--- config.mk ---
export PLATFORM = sky130hd
export DESIGN_NAME = vocab_matcher
export DESIGN_NICKNAME = d
export VERILOG_FILES = /design/src/rtl/vocab_matcher_pkg.sv /design/src/rtl/match_ptr_cnt.sv /design/src/rtl/vocab_matcher.sv
export SDC_FILE = /design/constraint.sdc
export NUM_CORES = 1
export LEC_CHECK = 0
export ABC_AREA = 1
export ABC_CLOCK_PERIOD_IN_PS = 3500
export BUFFER_PORTS_ARGS = -buffer_cell sky130_fd_sc_hd__buf_4
export CAP_MARGIN = 25
export CORE_MARGIN = 4
export CORE_UTILIZATION = 40
export DETAILED_ROUTE_END_ITERATION = 12
export PLACE_DENSITY = 0.57
export SETUP_SLACK_MARGIN = 0.05
export SKIP_CTS_REPAIR_TIMING = 1
export SYNTH_ARGS = -nofsm -noshare
export SYNTH_HDL_FRONTEND = slang
export SYNTH_SLANG_ARGS = --single-unit
--- constraint.sdc ---
create_clock -name clk -period 3.5 [get_ports clk]
set_input_delay 0.525 -clock clk [delete_from_list [all_inputs] [get_ports clk]]
set_output_delay 0.525 -clock clk [all_outputs]
set_load 0.01 [all_outputs]
--- src/rtl/vocab_matcher_pkg.sv ---
// Shared types and constants for the vocabulary matcher.
package vocab_matcher_pkg;

  typedef enum logic [2:0] {
    S_IDLE,
    S_FETCH,
    S_CMP,
    S_SKIP_FETCH,
    S_SKIP_CHK,
    S_DONE
  } state_t;

  // Character value that terminates a word, and the vocabulary when seen at a word start.
  localparam int unsigned NUL = 0;

endpackage

--- src/rtl/match_ptr_cnt.sv ---
// Saturating pointer/index counter with clear, load, increment and an at-max flag.
module match_ptr_cnt #(
  parameter int unsigned WIDTH = 8
) (
  input  logic             clk,
  input  logic             rst_n,
  input  logic             clr,
  input  logic             load,
  input  logic             inc,
  input  logic [WIDTH-1:0] load_val,
  output logic [WIDTH-1:0] q,
  output logic             at_max_c
);

  logic [WIDTH-1:0] q_nxt;

  assign at_max_c = (q == {WIDTH{1'b1}});

  // Clear wins over load, load over increment; increment never rolls over.
  always_comb begin
    q_nxt = q;
    if (clr) begin
      q_nxt = '0;
    end else if (load) begin
      q_nxt = load_val;
    end else if (inc && !at_max_c) begin
      q_nxt = q + WIDTH'(1);
    end
  end

  always_ff @(posedge clk or negedge rst_n) begin
    if (!rst_n) begin
      q <= '0;
    end else begin
      q <= q_nxt;
    end
  end

endmodule

--- src/rtl/vocab_matcher.sv ---
// Searches a zero-terminated word list held in external SRAM for an exact match
// to a zero-terminated input word, reporting index and start address of the hit.
module vocab_matcher
  import vocab_matcher_pkg::*;
#(
  parameter int unsigned DATA_WIDTH       = 8,
  parameter int unsigned VOCAB_ADDR_WIDTH = 8,
  parameter int unsigned WORD_ADDR_WIDTH  = 4,
  parameter int unsigned ID_WIDTH         = 8
) (
  input  logic                        clk,
  input  logic                        rst_n,
  input  logic                        start,
  output logic                        busy,
  output logic                        done,
  output logic                        found,
  output logic [ID_WIDTH-1:0]         match_id,
  output logic [VOCAB_ADDR_WIDTH-1:0] match_addr,
  output logic                        vocab_rd,
  output logic [VOCAB_ADDR_WIDTH-1:0] vocab_addr,
  input  logic [DATA_WIDTH-1:0]       vocab_data,
  output logic                        word_rd,
  output logic [WORD_ADDR_WIDTH-1:0]  word_addr,
  input  logic [DATA_WIDTH-1:0]       word_data
);

  localparam logic [DATA_WIDTH-1:0] NUL_CHAR = DATA_WIDTH'(NUL);

  state_t state, state_nxt;

  logic                        vptr_clr, vptr_inc, vptr_max;
  logic                        wptr_clr, wptr_inc, wptr_max;
  logic                        widx_clr, widx_inc, widx_max;
  logic [VOCAB_ADDR_WIDTH-1:0] vptr;
  logic [WORD_ADDR_WIDTH-1:0]  wptr;
  logic [ID_WIDTH-1:0]         widx;

  logic [VOCAB_ADDR_WIDTH-1:0] wstart, wstart_nxt;
  logic                        found_nxt;
  logic [ID_WIDTH-1:0]         match_id_nxt;
  logic [VOCAB_ADDR_WIDTH-1:0] match_addr_nxt;
  logic                        busy_nxt, done_nxt, vocab_rd_nxt, word_rd_nxt;

  logic v_nul, w_nul, chars_eq, wptr_zero, advance;

  assign v_nul     = (vocab_data == NUL_CHAR);
  assign w_nul     = (word_data == NUL_CHAR);
  assign chars_eq  = (vocab_data == word_data);
  assign wptr_zero = (wptr == '0);

  match_ptr_cnt #(.WIDTH(VOCAB_ADDR_WIDTH)) u_vptr (
    .clk      (clk),
    .rst_n    (rst_n),
    .clr      (vptr_clr),
    .load     (1'b0),
    .inc      (vptr_inc),
    .load_val ('0),
    .q        (vptr),
    .at_max_c (vptr_max)
  );

  match_ptr_cnt #(.WIDTH(WORD_ADDR_WIDTH)) u_wptr (
    .clk      (clk),
    .rst_n    (rst_n),
    .clr      (wptr_clr),
    .load     (1'b0),
    .inc      (wptr_inc),
    .load_val ('0),
    .q        (wptr),
    .at_max_c (wptr_max)
  );

  match_ptr_cnt #(.WIDTH(ID_WIDTH)) u_widx (
    .clk      (clk),
    .rst_n    (rst_n),
    .clr      (widx_clr),
    .load     (1'b0),
    .inc      (widx_inc),
    .load_val ('0),
    .q        (widx),
    .at_max_c (widx_max)
  );

  // Pointers are registers that only move on FSM command, so they double as read addresses.
  assign vocab_addr = vptr;
  assign word_addr  = wptr;

  always_comb begin
    state_nxt      = state;
    vptr_clr       = 1'b0;
    vptr_inc       = 1'b0;
    wptr_clr       = 1'b0;
    wptr_inc       = 1'b0;
    widx_clr       = 1'b0;
    widx_inc       = 1'b0;
    advance        = 1'b0;
    wstart_nxt     = wstart;
    found_nxt      = found;
    match_id_nxt   = match_id;
    match_addr_nxt = match_addr;

    case (state)
      S_IDLE: begin
        if (start) begin
          found_nxt      = 1'b0;
          match_id_nxt   = '0;
          match_addr_nxt = '0;
          vptr_clr       = 1'b1;
          wptr_clr       = 1'b1;
          widx_clr       = 1'b1;
          wstart_nxt     = '0;
          state_nxt      = S_FETCH;
        end
      end
      S_FETCH: state_nxt = S_CMP;
      S_CMP: begin
        if (wptr_zero && w_nul) begin
          state_nxt = S_DONE;
        end else if (wptr_zero && v_nul) begin
          state_nxt = S_DONE;
        end else if (chars_eq && v_nul) begin
          found_nxt      = 1'b1;
          match_id_nxt   = widx;
          match_addr_nxt = wstart;
          state_nxt      = S_DONE;
        end else if (chars_eq && !wptr_max) begin
          if (vptr_max) begin
            state_nxt = S_DONE;
          end else begin
            vptr_inc  = 1'b1;
            wptr_inc  = 1'b1;
            state_nxt = S_FETCH;
          end
        end else if (v_nul) begin
          advance = 1'b1;
        end else if (vptr_max) begin
          state_nxt = S_DONE;
        end else begin
          vptr_inc  = 1'b1;
          state_nxt = S_SKIP_FETCH;
        end
      end
      S_SKIP_FETCH: state_nxt = S_SKIP_CHK;
      S_SKIP_CHK: begin
        if (v_nul) begin
          advance = 1'b1;
        end else if (vptr_max) begin
          state_nxt = S_DONE;
        end else begin
          vptr_inc  = 1'b1;
          state_nxt = S_SKIP_FETCH;
        end
      end
      S_DONE:  state_nxt = S_IDLE;
      default: state_nxt = S_IDLE;
    endcase

    // Move to the next vocabulary word, unless memory or the index space is exhausted.
    if (advance) begin
      if (vptr_max || widx_max) begin
        state_nxt = S_DONE;
      end else begin
        vptr_inc   = 1'b1;
        wptr_clr   = 1'b1;
        widx_inc   = 1'b1;
        wstart_nxt = vptr + VOCAB_ADDR_WIDTH'(1);
        state_nxt  = S_FETCH;
      end
    end
  end

  assign busy_nxt     = (state_nxt != S_IDLE) && (state_nxt != S_DONE);
  assign done_nxt     = (state_nxt == S_DONE);
  assign vocab_rd_nxt = (state_nxt == S_FETCH) || (state_nxt == S_SKIP_FETCH);
  assign word_rd_nxt  = (state_nxt == S_FETCH);

  always_ff @(posedge clk or negedge rst_n) begin
    if (!rst_n) begin
      state      <= S_IDLE;
      wstart     <= '0;
      busy       <= 1'b0;
      done       <= 1'b0;
      found      <= 1'b0;
      match_id   <= '0;
      match_addr <= '0;
      vocab_rd   <= 1'b0;
      word_rd    <= 1'b0;
    end else begin
      state      <= state_nxt;
      wstart     <= wstart_nxt;
      busy       <= busy_nxt;
      done       <= done_nxt;
      found      <= found_nxt;
      match_id   <= match_id_nxt;
      match_addr <= match_addr_nxt;
      vocab_rd   <= vocab_rd_nxt;
      word_rd    <= word_rd_nxt;
    end
  end

endmodule

==> metrics.yaml <==
outcome: "finished clean"
ys_async_sr_fraction: 1.000
dr.pass1.iters: 4
first_iter_violations: 68
rows: 31
drc: 0
cp-start-kind: "flop"
mappedNetlistArea_um2: 2984
end_kind: "flop"
totalWireLength_um: 6440
regArea_um2: 1301
grt_overflow: 0
period_needed_ns: 2.045
portBuffers: 51
synth_simple_gate_area_frac: 0.3166
arrival_ns: 2.27
crit_chain: "ha_1 > nand3_1 > nor3_2 > inv_2 > nand2_1 > inv_2 > nand2_4 > nand2_4 > nor3_1"
grt_pass1_wl_um: 10820
track_usage: 0.1529
place_area_um2: 3422
slew_headroom: 0.5619
die_area_um2: 8906
dpl.hpwl_um: 4821
initial_utilization: 0.4114
maxCapViolCount: 0
crit_required_ns: 3.73
vias_per_cell: 4.698
internal-power_mw: 1.121
synth-warning-count: 0
final_antenna_net_count: 0
fin_crit_sh: 0.5842
crit_buf_inv: 2
synth_top_cell_area_share: 0.4361
synth_xor_xnor_area_share: 0.04990
netlist_instances: 352
synthFlopType: "dfrtp_1"
multi_input_area_um2: 1436
worst_path_dominant_cell_family: "simple AND/OR/NAND/NOR gates"
peakVddDrop_mv: 0.2191
synth_mux_area_frac: 0
rsz0062_at_grt: "false"
swShare: 0.4170
core_um2: 7253
ioPinCount: 52
cp_slowest_cell: "dfrtp_1"
synth_top_family_by_area: "simple AND/OR/NAND/NOR gates"
seqPwrFrac: 0.418
critPathLaunch: "u_vptr.q[0]"
filler_cell_count: 709
combPwrFrac: 0.400
synth_edf_count: 0
root_buffer: "clkbuf_8"
fp.dieW_um: 94.37
p_clk_frac: 0.182
clk-insertion-delay-late_ns: 0.31
hold_violations: 0
path_class: "reg2reg"
synthAdderAreaFrac: 0.01677
numCtsBuffers: 5
wire_per_inst_um: 12.78
vias: 2368
drive_gt1_frac: 0.2889
path_max_fanout: 19
critPathMaxStageDelay_ns: 0.47
synth_top_cell_by_area: "dfrtp_1"
htreeDepth: 2
finalSetupViolCount: 0
grt_max_degree: 53
place.gp.congestion: 0.7956
cts_tree: "yes"
clock_path_buffers: 2
synth_area_per_cell_um2: 8.478
ys_seq_area_frac: 0.4361
setup_tns_ns: 0
syn_nets: 375
num_antenna_cells: 0
power_density_nw_per_um2: 547.9
path_clk_slew_ns: 0.10
yosysMostFrequentCell: "nand2_1"
report.final.slew_viol_count: 0
antenna_found_initial: 0
grt_pass1_vias: 2211
ys_types: 37
clock-sinks: 52
dieHeight_um: 94.37
switchingPower_mw: 0.8022
area_growth_pct: 17.65
min_path_type: "in2async"
r2r_start: "u_vptr.q[0]"
ys_top_cells_by_count: "93 x nand2_1, 52 x dfrtp_1, 40 x inv_1, 28 x nor2_1, 24 x nand3_1"
p_leak_nw: 1.786
synth-compound-area-share: 0.09811
finClkSkew_ns: 0.01509
fin_nets: 427
synthTopCellsByArea: "dfrtp_1 44%, nand2_1 12%, inv_1 5.0%"
clock.fmax_mhz: 489.1
fin_area_um2: 3511
ys_ff_latch: 52
tightest_slew_ns: 0.6572
[per-stage QoR]
stage	cells	power [mW]	util	setup WS, ns	hold slack (ns)
floorplan	352	1.350	-	1.763	0.2294
global placement	496	1.591	0.4718	1.315	0.4713
detailed placement	496	1.593	0.4718	1.321	0.4711
CTS	504	1.944	0.4840	1.412	0.2705
global route	504	2.065	0.4840	1.219	0.2861
finish	504	1.924	0.4840	1.455	0.2334
[power groups by stage]
stage / clock network, mW / logic [mW] / registers (mW)
global route: 0.385 / 0.860 / 0.820
floorplan: 0 / 0.520 / 0.830
global placement: 0 / 0.776 / 0.815
detailed placement: 0 / 0.778 / 0.816
finish: 0.350 / 0.769 / 0.805
CTS: 0.360 / 0.779 / 0.805
[kinds of logic (layout without fill, tap and decap cells)]
kind of cell,Yosys count,in the layout
XOR/XNOR,17,17
AO/OA/AOI/OAI,35,35
flip-flops,52,52
AND/OR/NAND/NOR,191,191
buffers and inverters,53,106
adder cells (fa/ha/maj),4,4
[routing by layer]
metal | wire length (um) | global-route usage | up-vias | share of wire
li1 | - | - | 1226 | -
met1 | 3127 | 0.2158 | 1091 | 0.49
met2 | 3016 | 0.2465 | 46 | 0.47
met3 | 229 | 0.02789 | 5 | 0.036
met4 | 66 | 0.03249 | 0 | 0.010
met5 | 0 | 0 | - | 0
[final timing paths]
kind / end / slack [ns] / cells after the start
max: u_wptr.q[0] / 1.46 / 9
min: state[2] / 0.23 / 1
max reg2reg: u_wptr.q[0] / 1.46 / 9
min reg2reg: match_addr[6] / 0.50 / 2
max in group asynchronous: u_vptr.q[6] / 2.82 / 1
min in group clk: match_addr[6] / 0.50 / 2
[worst reg2reg max path, delay by kind of cell (launching register included)]
kind | cells | cell delay [ns]
fa+ha+maj | 1 | 0.23
flops | 1 | 0.47
simple gates | 6 | 1.12
buf+inv | 2 | 0.13
[flip-flops by register name, summed over array words and instances, names as in the netlist]
register and count:
vocab_rd 1, u_widx.q 8, wstart 8, u_wptr.q 4, found 1, word_rd 1, state 3, busy 1
done 1, u_vptr.q 8, match_addr 8, match_id 8
[cell type report]
type                    instances  area share
clock buffers                   6     0.02067
clock inverters                 2    0.004633
inverters                      47     0.05061
multi-input cells             247      0.4091
flip-flops and latches         52      0.3706
well taps                      99     0.03528
repair buffers                 51      0.1091
[cells in the final DEF, fill, tap and decap left out]
cell type   instances
inv_2               6
buf_4              51
clkinv_4            1
xor2_1             11
nand2_1            93
clkinvlp_4          1
o22ai_2             6
ha_1                4
nor3_2              2
or2_4               1
dfrtp_1            52
o21ai_1             2
a21oi_1             1
nor2_1             28
nand3b_1            2
o21bai_1            1
nand4_2             1
o211ai_1            1
nand3_1            24
nor3_1              4
nand3_2             2
nor2_4              2
clkbuf_1            1
o21ai_0             8
clkinv_2            1
a21oi_2             2
o21ai_2            13
nand3_4             2
xnor2_1             6
nor2_2              3
o21ai_4             1
clkbuf_8            5
nand2_4             3
nor2_8              1
nand4_1            10
nand2_2            13
inv_1              40
Power figures use the tool's default switching activity.
